### config.mk
export PLATFORM = sky130hd
export DESIGN_NAME = dmem_arbiter_flat
export DESIGN_NICKNAME = d
export VERILOG_FILES = /design/src/rtl/riscv_pkg.sv /design/src/rtl/dmem_arbiter_if.sv /design/src/rtl/dmem_arbiter.sv /design/src/flat_wrapper.sv
export SDC_FILE = /design/constraint.sdc
export NUM_CORES = 1
export LEC_CHECK = 0
export ABC_AREA = 1
export ABC_CLOCK_PERIOD_IN_PS = 6200
export CAP_MARGIN = 20
export CELL_PAD_IN_SITES_DETAIL_PLACEMENT = 1
export CELL_PAD_IN_SITES_GLOBAL_PLACEMENT = 2
export CORE_AREA = 2 2 154 156
export CTS_BUF_LIST = sky130_fd_sc_hd__clkbuf_8 sky130_fd_sc_hd__clkbuf_16
export CTS_CLUSTER_DIAMETER = 100
export DETAILED_ROUTE_END_ITERATION = 16
export DIE_AREA = 0 0 156 158
export GPL_TIMING_DRIVEN = 0
export PLACE_DENSITY = 0.91
export SLEW_MARGIN = 25
export SYNTH_ARGS = -nofsm -noshare
export SYNTH_HDL_FRONTEND = slang
export SYNTH_SLANG_ARGS = --single-unit
### constraint.sdc
create_clock -name clk -period 6.2 [get_ports clk]
set_input_delay 1.24 -clock clk [delete_from_list [all_inputs] [get_ports clk]]
set_output_delay 1.24 -clock clk [all_outputs]
set_load 0.02 [all_outputs]
### src/rtl/riscv_pkg.sv
// rtl/riscv_pkg.sv - shared core constants and types
// Purpose: machine width, default debug starvation limit and the dmem
//          arbiter ownership encoding shared by the memory-stage blocks.
// Ports:   none (package).
package riscv_pkg;

  localparam int XLEN       = 32;
  localparam int STARVE_MAX = 4;

  typedef enum logic [1:0] {
    OWN_NONE = 2'd0,
    OWN_CPU  = 2'd1,
    OWN_DBG  = 2'd2
  } arb_owner_e;

endpackage

### src/rtl/dmem_arbiter_if.sv
// rtl/dmem_arbiter_if.sv - bundle of CPU, debug and dmem port signals
// Purpose: groups the CPU MEM-stage port, the debug/loader port and the
//          data memory port that meet at the dmem arbiter.
// Ports:   master - requesters and memory (drive requests, mem_rdata)
//          slave  - the arbiter (drives grants, responses, mem command)
interface dmem_arbiter_if #(
  parameter int XLEN = riscv_pkg::XLEN
);

  logic            cpu_req;
  logic            cpu_we;
  logic [XLEN-1:0] cpu_addr;
  logic [XLEN-1:0] cpu_wdata;
  logic [XLEN-1:0] cpu_rdata;
  logic            cpu_stall;

  logic            dbg_req;
  logic            dbg_we;
  logic [XLEN-1:0] dbg_addr;
  logic [XLEN-1:0] dbg_wdata;
  logic            dbg_gnt;
  logic            dbg_rvalid;
  logic [XLEN-1:0] dbg_rdata;

  logic            mem_we;
  logic [XLEN-1:0] mem_addr;
  logic [XLEN-1:0] mem_wdata;
  logic [XLEN-1:0] mem_rdata;

  logic            addr_err;
  logic [15:0]     stall_cnt;

  modport master (
    output cpu_req, cpu_we, cpu_addr, cpu_wdata,
    input  cpu_rdata, cpu_stall,
    output dbg_req, dbg_we, dbg_addr, dbg_wdata,
    input  dbg_gnt, dbg_rvalid, dbg_rdata,
    input  mem_we, mem_addr, mem_wdata,
    output mem_rdata,
    input  addr_err, stall_cnt
  );

  modport slave (
    input  cpu_req, cpu_we, cpu_addr, cpu_wdata,
    output cpu_rdata, cpu_stall,
    input  dbg_req, dbg_we, dbg_addr, dbg_wdata,
    output dbg_gnt, dbg_rvalid, dbg_rdata,
    output mem_we, mem_addr, mem_wdata,
    input  mem_rdata,
    output addr_err, stall_cnt
  );

endinterface

### src/rtl/dmem_arbiter.sv
// rtl/dmem_arbiter.sv - CPU / debug arbiter in front of the data memory
// Purpose: per-cycle combinational arbitration of the CPU MEM-stage port and
//          the debug port onto one dmem port; CPU has priority unless the
//          debug port has lost STARVE_MAX cycles in a row.
// Ports:   clk        - single clock, rising edge
//          rst        - asynchronous, active-low reset
//          bus.slave  - cpu_* (request, stall, zero-latency read data),
//                       dbg_* (request, grant, registered read response),
//                       mem_* (combinational read, synchronous write),
//                       addr_err (out-of-range pulse), stall_cnt
module dmem_arbiter #(
  parameter int XLEN       = riscv_pkg::XLEN,
  parameter int DEPTH      = 64,
  parameter int STARVE_MAX = riscv_pkg::STARVE_MAX
) (
  input  logic         clk,
  input  logic         rst,
  dmem_arbiter_if.slave bus
);

  import riscv_pkg::*;

  localparam int AW = $clog2(DEPTH);
  // A limit of zero still needs a one-bit counter.
  localparam int SW = (STARVE_MAX < 1) ? 1 : $clog2(STARVE_MAX + 1);

  arb_owner_e      owner;
  logic [SW-1:0]   starve_cnt;
  logic            starved;
  logic            own_we;
  logic [XLEN-1:0] own_addr;
  logic [XLEN-1:0] own_wdata;
  logic [AW-1:0]   word_idx;
  logic            in_range;
  logic            cpu_stall;
  logic            dbg_rd_gnt;

  logic            dbg_rvalid_q;
  logic [XLEN-1:0] dbg_rdata_q;
  logic            addr_err_q;
  logic [15:0]     stall_cnt_q;

  always_comb begin
    starved   = bus.dbg_req && (starve_cnt == SW'(STARVE_MAX));
    owner     = OWN_NONE;
    if (bus.cpu_req && !starved) begin
      owner = OWN_CPU;
    end else if (bus.dbg_req) begin
      owner = OWN_DBG;
    end

    own_we    = 1'b0;
    own_addr  = '0;
    own_wdata = '0;
    unique case (owner)
      OWN_CPU: begin
        own_we    = bus.cpu_we;
        own_addr  = bus.cpu_addr;
        own_wdata = bus.cpu_wdata;
      end
      OWN_DBG: begin
        own_we    = bus.dbg_we;
        own_addr  = bus.dbg_addr;
        own_wdata = bus.dbg_wdata;
      end
      default: ;
    endcase
  end

  // Byte offset bits are ignored; any set bit above the word index is out of range.
  assign word_idx   = own_addr[AW+1:2];
  assign in_range   = (32'(word_idx) < DEPTH) && (own_addr[XLEN-1:AW+2] == '0);
  assign cpu_stall  = bus.cpu_req && (owner != OWN_CPU);
  assign dbg_rd_gnt = (owner == OWN_DBG) && !bus.dbg_we;

  assign bus.mem_we     = own_we && in_range;
  assign bus.mem_addr   = own_addr;
  assign bus.mem_wdata  = own_wdata;
  assign bus.cpu_rdata  = ((owner == OWN_CPU) && !bus.cpu_we && in_range) ? bus.mem_rdata : '0;
  assign bus.cpu_stall  = cpu_stall;
  assign bus.dbg_gnt    = (owner == OWN_DBG);
  assign bus.dbg_rvalid = dbg_rvalid_q;
  assign bus.dbg_rdata  = dbg_rdata_q;
  assign bus.addr_err   = addr_err_q;
  assign bus.stall_cnt  = stall_cnt_q;

  always_ff @(posedge clk or negedge rst) begin
    if (!rst) begin
      starve_cnt   <= '0;
      dbg_rvalid_q <= 1'b0;
      dbg_rdata_q  <= '0;
      addr_err_q   <= 1'b0;
      stall_cnt_q  <= '0;
    end else begin
      // Counts consecutive debug losses; any win or idle cycle restarts it.
      if (bus.dbg_req && (owner != OWN_DBG)) begin
        if (starve_cnt != SW'(STARVE_MAX)) begin
          starve_cnt <= starve_cnt + SW'(1);
        end
      end else begin
        starve_cnt <= '0;
      end

      dbg_rvalid_q <= dbg_rd_gnt;
      // Read data is captured at grant and held until the next debug read.
      if (dbg_rd_gnt) begin
        dbg_rdata_q <= in_range ? bus.mem_rdata : '0;
      end

      addr_err_q <= (owner != OWN_NONE) && !in_range;

      if (cpu_stall && (stall_cnt_q != 16'hFFFF)) begin
        stall_cnt_q <= stall_cnt_q + 16'd1;
      end
    end
  end

endmodule
### src/flat_wrapper.sv
// flat-port wrapper written by rule: the top's interface ports become plain ports
module dmem_arbiter_flat import riscv_pkg::*;
#(
  parameter int XLEN       = riscv_pkg::XLEN,
  parameter int DEPTH      = 64,
  parameter int STARVE_MAX = riscv_pkg::STARVE_MAX
)
  (clk, rst, bus_cpu_req, bus_cpu_we, bus_cpu_addr, bus_cpu_wdata, bus_cpu_rdata, bus_cpu_stall, bus_dbg_req, bus_dbg_we, bus_dbg_addr, bus_dbg_wdata, bus_dbg_gnt, bus_dbg_rvalid, bus_dbg_rdata, bus_mem_we, bus_mem_addr, bus_mem_wdata, bus_mem_rdata, bus_addr_err, bus_stall_cnt);
  dmem_arbiter_if #(.XLEN(XLEN)) bus_i ();
  input  logic clk;
  input  logic rst;
  input wire logic [$bits(bus_i.cpu_req)-1:0] bus_cpu_req;
  input wire logic [$bits(bus_i.cpu_we)-1:0] bus_cpu_we;
  input wire logic [$bits(bus_i.cpu_addr)-1:0] bus_cpu_addr;
  input wire logic [$bits(bus_i.cpu_wdata)-1:0] bus_cpu_wdata;
  output wire logic [$bits(bus_i.cpu_rdata)-1:0] bus_cpu_rdata;
  output wire logic [$bits(bus_i.cpu_stall)-1:0] bus_cpu_stall;
  input wire logic [$bits(bus_i.dbg_req)-1:0] bus_dbg_req;
  input wire logic [$bits(bus_i.dbg_we)-1:0] bus_dbg_we;
  input wire logic [$bits(bus_i.dbg_addr)-1:0] bus_dbg_addr;
  input wire logic [$bits(bus_i.dbg_wdata)-1:0] bus_dbg_wdata;
  output wire logic [$bits(bus_i.dbg_gnt)-1:0] bus_dbg_gnt;
  output wire logic [$bits(bus_i.dbg_rvalid)-1:0] bus_dbg_rvalid;
  output wire logic [$bits(bus_i.dbg_rdata)-1:0] bus_dbg_rdata;
  output wire logic [$bits(bus_i.mem_we)-1:0] bus_mem_we;
  output wire logic [$bits(bus_i.mem_addr)-1:0] bus_mem_addr;
  output wire logic [$bits(bus_i.mem_wdata)-1:0] bus_mem_wdata;
  input wire logic [$bits(bus_i.mem_rdata)-1:0] bus_mem_rdata;
  output wire logic [$bits(bus_i.addr_err)-1:0] bus_addr_err;
  output wire logic [$bits(bus_i.stall_cnt)-1:0] bus_stall_cnt;
  assign bus_i.cpu_req = bus_cpu_req;
  assign bus_i.cpu_we = bus_cpu_we;
  assign bus_i.cpu_addr = bus_cpu_addr;
  assign bus_i.cpu_wdata = bus_cpu_wdata;
  assign bus_cpu_rdata = bus_i.cpu_rdata;
  assign bus_cpu_stall = bus_i.cpu_stall;
  assign bus_i.dbg_req = bus_dbg_req;
  assign bus_i.dbg_we = bus_dbg_we;
  assign bus_i.dbg_addr = bus_dbg_addr;
  assign bus_i.dbg_wdata = bus_dbg_wdata;
  assign bus_dbg_gnt = bus_i.dbg_gnt;
  assign bus_dbg_rvalid = bus_i.dbg_rvalid;
  assign bus_dbg_rdata = bus_i.dbg_rdata;
  assign bus_mem_we = bus_i.mem_we;
  assign bus_mem_addr = bus_i.mem_addr;
  assign bus_mem_wdata = bus_i.mem_wdata;
  assign bus_i.mem_rdata = bus_mem_rdata;
  assign bus_addr_err = bus_i.addr_err;
  assign bus_stall_cnt = bus_i.stall_cnt;
  dmem_arbiter #(.XLEN(XLEN), .DEPTH(DEPTH), .STARVE_MAX(STARVE_MAX)) u_core (.clk(clk), .rst(rst), .bus(bus_i));
endmodule
==> impl_metrics.env, run 1 <==
export IMPL_postCtsHoldBufs=0
export IMPL_finalCritPeriodShare_pct=87.9
export IMPL_layout_drive_gt1_share_pct=7.53
export IMPL_netlist_area_um2=3600
export IMPL_switching_share_pct=28.6
export IMPL_num_nets_final=992
export IMPL_cts_num_sinks=53
export IMPL_rows=56
export IMPL_power_frac_clock_pct=31.9
export IMPL_synth_fp_nets=670
export IMPL_num_antenna_cells=0
export IMPL_ir_worst_vdd_mv=0.153
export IMPL_fill_cells=2760
export IMPL_die_area_um2=24600
export IMPL_routed_wl_mm=18.7
export IMPL_syn_inst=501
export IMPL_dieHeight_um=158
export IMPL_pwr_share_seq_pct=34.9
export IMPL_core_area_um2=23100
export IMPL_setup_viol=0
export IMPL_cts_root_buf="clkbuf_16"
export IMPL_clk_latency_ns=0.30
export IMPL_hold_ws_ns=0.463
export IMPL_final_seq_area_um2=1330
export IMPL_drv_cap=0
export IMPL_synth_area_per_cell_um2=7.19
export IMPL_rsz0062_at_grt="false"
export IMPL_ios=315
export IMPL_vias_per_cell=4.04
export IMPL_crit_chain="clkdlybuf4s50_1 > nand3_2 > nand2_1 > inv_2 > nand2_1 > nand2_1 > nor2_1 > nand2_1 > nor2_4 > nand4_4 > buf_6 > nor2_2 > clkdlybuf4s50_1"
export IMPL_worstSetupPathType="primary input to output port"
export IMPL_timing_final_crit_period_ns=5.45
export IMPL_gp_congestion=0.792
export IMPL_leakagePower_uw=0.00337
export IMPL_post_cts_resized=0
export IMPL_highest_layer="met4"
export IMPL_cp_arrival_ns=4.21
export IMPL_crit_top_cell="nand2_1"
export IMPL_hp_class="flip-flop to flip-flop"
export IMPL_p_per_area_nw_per_um2=137
export IMPL_antenna_left=0
export IMPL_first_pass_iters=4
export IMPL_tightest_slew_ns=0.528
export IMPL_finalSetupTns_ns=0
export IMPL_required_ns=4.96
export IMPL_pwr_share_comb_pct=33.2
export IMPL_slowest_delay_ns=0.64
export IMPL_vias=4492
export IMPL_crit_family="buffers and inverters"
export IMPL_grt_pass1_wl_mm=27.9
export IMPL_clk_pin_slew_worst_paths_ns=0.07
export IMPL_overflow=0
export IMPL_dpl_hpwl_mm=15.6
export IMPL_ys_seq_area_share_pct=36.8
export IMPL_route_met3_wl_mm=1.06
export IMPL_drc_errors=0
export IMPL_multi_input_area_um2=1910
export IMPL_htreeDepth=2
export IMPL_port_buffers=314
export IMPL_hold_viol=0
export IMPL_wl_met2_mm=8.93
export IMPL_grt_pass1_vias=4677
export IMPL_cts_buffer_depth=2
export IMPL_place_ws_ns=0.662
export IMPL_start_util_pct=15.6
export IMPL_intPower_uw=712
export IMPL_wire_per_inst_um=16.8
export IMPL_grt_max_degree=35
export IMPL_switchingPower_uw=285
export IMPL_status="finished clean"
export IMPL_cts_tree="yes"
export IMPL_die_x_um=156
export IMPL_numCtsBuffers=5
export IMPL_ys_seq_elements=53
export IMPL_yosysWarnings=0
export IMPL_clock_skew_ns=0.00675
export IMPL_critPathBufInv=4
export IMPL_cp_slowest_cell="clkdlybuf4s50_1"
export IMPL_antenna_found_initial=0
export IMPL_grt_use_total_pct=14.8
export IMPL_relSlewSlack_pct=64.8
export IMPL_post_cts_buffers=0
export IMPL_wirelength_met1_mm=8.58
export IMPL_drv_slew=0
export IMPL_clock_fmax_mhz=183
export IMPL_synth_cell_type_count=24
export IMPL_timing_final_ws_setup_ns=0.748
export IMPL_start_kind="primary input"
export IMPL_path_max_fanout=10
export IMPL_drt_initial_drc_count=99
export IMPL_endpoint_kind="output port"
export IMPL_syn_to_final_growth_pct=102
## flip-flops by register name, indices dropped and copies added (netlist names)
register and count:
u_core.bus.addr_err 1, u_core.bus.dbg_rdata 32, u_core.bus.dbg_rvalid 1, u_core.bus.stall_cnt 16, u_core.starve_cnt 3
## layout by cell type, fill, tap and decap left out, drive strengths merged
cell	synthesis	layout
ha	3	3
xor2	10	10
clkbuf	11	16
nor4	1	1
buf	21	23
nand2	159	159
a21oi	1	1
bufinv	0	1
nor3	2	2
nor2	95	95
nand4	35	35
a22oi	1	1
inv	50	50
dfrtp	53	53
nand3b	1	1
clkinv	0	1
clkdlybuf4s50	0	313
nand3	12	12
a22o	40	40
xnor2	6	6
## power groups by stage
stage               Sequential (uW)  Clock (uW)  Combinational, uW
floorplan                       356           0                118
global placement                355           0                329
detailed placement              355           0                334
CTS                             348         333                336
global route                    348         342                353
finish                          348         318                331
## through the flow
| stage | cell area [um^2] | instances | power (uW) | utilization (%) |
|---|---|---|---|---|
| floorplan | 3600 | 501 | 474 | - |
| global placement | 7110 | 1105 | 684 | 30.8 |
| detailed placement | 7120 | 1106 | 689 | 30.9 |
| CTS | 7280 | 1113 | 1020 | 31.6 |
| global route | 7280 | 1113 | 1040 | 31.6 |
| finish | 7280 | 1113 | 997 | 31.6 |
## metal layers
layer  vias to the layer above  track usage, %
met5                         -               0
met3                        12            3.28
li1                       2251               -
met1                      2098            20.0
met4                         0            2.05
met2                       131            24.8
## cells by family after synthesis
group / synth area share, %
adder cells (fa/ha/maj): 1.04
flip-flops: 36.8
XOR/XNOR: 3.89
AND/OR/NAND/NOR: 38.2
buffers and inverters: 10.0
AO/OA/AOI/OAI: 10.1
## area by class of cell
cell class / count / share of cell area [%]
sequential: 53 / 18.2
timing repair buffer: 315 / 43.4
clock inverter: 2 / 0.481
buffer: 32 / 2.37
multi-input combinational: 366 / 26.3
inverter: 50 / 2.58
clock buffer: 5 / 1.72
tap: 290 / 4.98
## cell usage after synthesis, drive strengths merged
master | count | area (um^2)
xor2 | 10 | 87.6
a22oi | 1 | 7.51
dfrtp | 53 | 1330
inv | 50 | 188
nand3 | 12 | 65.1
nand4 | 35 | 234
clkbuf | 11 | 41.3
xnor2 | 6 | 52.6
a22o | 40 | 350
buf | 21 | 131
nor2 | 95 | 454
nor3 | 2 | 10.0
a21oi | 1 | 5.00
nand3b | 1 | 7.51
nor4 | 1 | 6.26
ha | 3 | 37.5
nand2 | 159 | 597
## worst paths after layout
kind | start | to | slack (ns) | cells past startpoint
worst max-delay path | bus_dbg_req | bus_cpu_rdata[20] | 0.75 | 13
worst min-delay path | u_core.starve_cnt[0] | u_core.starve_cnt[0] | 0.46 | 1
worst max register to register | u_core.starve_cnt[0] | u_core.bus.dbg_rdata[2] | 3.68 | 13
worst min register to register | u_core.starve_cnt[0] | u_core.starve_cnt[0] | 0.46 | 1
max in group asynchronous | rst | u_core.bus.stall_cnt[2] | 4.88 | 2
min in group asynchronous | rst | u_core.bus.dbg_rdata[16] | 0.82 | 1
Power figures use the tool's default switching activity.
==> run 2, diff against run 1 <==
CAP_MARGIN = not set   (was 20)
GPL_TIMING_DRIVEN = not set   (was 0)
==> run 2 against run 1 <==
Compared with the run above: count of clock-buffer cells in the layout grew 1; final cell count shrank 2.1%; power up 0.96%; global-route usage shrank 0.88 points; sequential share of layout area increased by 0.22 points; clock power grew 5%; worst hold slack gained 0.014 ns; die area unchanged; largest cell class unchanged.
==> impl_metrics.env, run 2 (synthesis gave the netlist of run 1 again) <==
export IMPL_post_cts_resized=0
export IMPL_dpl_hpwl_mm=14.3
export IMPL_drt_initial_drc_count=84
export IMPL_num_antenna_cells=0
export IMPL_setup_viol=0
export IMPL_layout_drive_gt1_share_pct=6.88
export IMPL_clock_skew_ns=0.00541
export IMPL_htreeDepth=2
export IMPL_switchingPower_uw=284
export IMPL_drv_cap=0
export IMPL_leakagePower_uw=0.00330
export IMPL_vias=4443
export IMPL_timing_final_ws_setup_ns=0.554
export IMPL_cp_arrival_ns=4.41
export IMPL_power_frac_clock_pct=33.1
export IMPL_ir_worst_vdd_mv=0.0994
export IMPL_grt_use_total_pct=13.9
export IMPL_port_buffers=314
export IMPL_rows=56
export IMPL_start_kind="primary input"
export IMPL_post_cts_buffers=0
export IMPL_die_x_um=156
export IMPL_cts_buffer_depth=2
export IMPL_tightest_slew_ns=0.754
export IMPL_routed_wl_mm=17.9
export IMPL_grt_pass1_wl_mm=26.7
export IMPL_numCtsBuffers=5
export IMPL_finalCritPeriodShare_pct=91.1
export IMPL_cts_tree="yes"
export IMPL_switching_share_pct=28.2
export IMPL_dieHeight_um=158
export IMPL_syn_to_final_growth_pct=99.8
export IMPL_vias_per_cell=4.08
export IMPL_clk_pin_slew_worst_paths_ns=0.07
export IMPL_fill_cells=2761
export IMPL_antenna_found_initial=1
export IMPL_status="finished clean"
export IMPL_path_max_fanout=32
export IMPL_p_per_area_nw_per_um2=140
export IMPL_rsz0062_at_grt="false"
export IMPL_intPower_uw=723
export IMPL_place_ws_ns=0.442
export IMPL_timing_final_crit_period_ns=5.65
export IMPL_layout_common_cells="clkdlybuf4s50_1, nand2_1, nor2_1"
export IMPL_largest_reg_flops=32
export IMPL_clock_fmax_mhz=177
export IMPL_gp_congestion=0.796
export IMPL_worstSetupPathType="primary input to output port"
export IMPL_antenna_left=0
export IMPL_die_area_um2=24600
export IMPL_grt_pass1_vias=4616
export IMPL_hold_viol=0
export IMPL_wire_per_inst_um=16.5
export IMPL_relSlewSlack_pct=49.8
export IMPL_start_util_pct=15.6
export IMPL_ios=315
export IMPL_endpoint_kind="output port"
export IMPL_hold_ws_ns=0.476
export IMPL_postCtsHoldBufs=0
export IMPL_required_ns=4.96
export IMPL_grt_max_degree=66
export IMPL_hp_class="flip-flop to flip-flop"
export IMPL_cts_num_sinks=53
export IMPL_overflow=0
export IMPL_first_pass_iters=4
export IMPL_cts_root_buf="clkbuf_16"
export IMPL_final_common_cell="clkdlybuf4s50_1"
export IMPL_pwr_share_comb_pct=32.3
export IMPL_drc_errors=0
export IMPL_core_area_um2=23100
export IMPL_num_nets_final=968
export IMPL_pwr_share_seq_pct=34.6
export IMPL_drv_slew=0
export IMPL_clk_latency_ns=0.30
export IMPL_finalSetupTns_ns=0
[run 2: power by group through the flow]
stage	clock network [uW]	logic (uW)	registers (uW)
after detailed placement	0	328	355
after CTS	353	330	348
after floorplan	0	118	356
after global placement	0	326	355
final	333	326	348
after global routing	364	347	348
[run 2: layout make-up]
| class | count | area (um^2) | share of cell area, % |
|---|---|---|---|
| clock buffer | 6 | 139 | 1.93 |
| clock inverter | 2 | 33.8 | 0.469 |
| inverter | 50 | 188 | 2.61 |
| multi-input combinational | 366 | 1930 | 26.8 |
| sequential | 53 | 1330 | 18.4 |
| tap | 290 | 363 | 5.04 |
| timing repair buffer | 323 | 3220 | 44.7 |
[run 2: per-layer routing]
layer / up-vias / GRT usage, % / wire length, um
li1: 2205 / - / -
met1: 2099 / 17.4 / 7870
met2: 126 / 24.1 / 8710
met3: 11 / 4.43 / 1260
met4: 2 / 1.97 / 95
met5: - / 0 / 10
[run 2: through the flow]
step                      util [%]  area (um^2)  power [uW]  instances
after floorplan                  -         3600         474        501
after global placement        30.5         7020         681       1082
after detailed placement      30.5         7020         683       1082
after CTS                     31.2         7200        1030       1090
after global routing          31.2         7200        1060       1090
final                         31.2         7200        1010       1090
[run 2: worst paths after layout]
check / startpoint / to / slack, ns / cells after the start
setup / recovery: bus_dbg_req / bus_cpu_rdata[13] / 0.55 / 12
hold / removal: u_core.starve_cnt[0] / u_core.starve_cnt[0] / 0.48 / 1
setup reg to reg: u_core.starve_cnt[0] / u_core.bus.addr_err / 3.61 / 12
hold reg to reg: u_core.starve_cnt[0] / u_core.starve_cnt[0] / 0.48 / 1
max in group asynchronous: rst / u_core.bus.dbg_rdata[10] / 4.60 / 2
min in group asynchronous: rst / u_core.bus.dbg_rdata[19] / 1.09 / 2
[run 2: worst max-delay path, cell delays in order]
cell	delay [ns]
clkdlybuf4s50_1	0.52
nand3_2	0.13
nand2_1	0.12
inv_2	0.23
nand2_1	0.14
nand2_1	0.08
nor2_1	0.18
nand2_1	0.11
nor2_4	0.15
nand4_4	0.58
nor2_2	0.26
clkdlybuf4s50_1	0.65
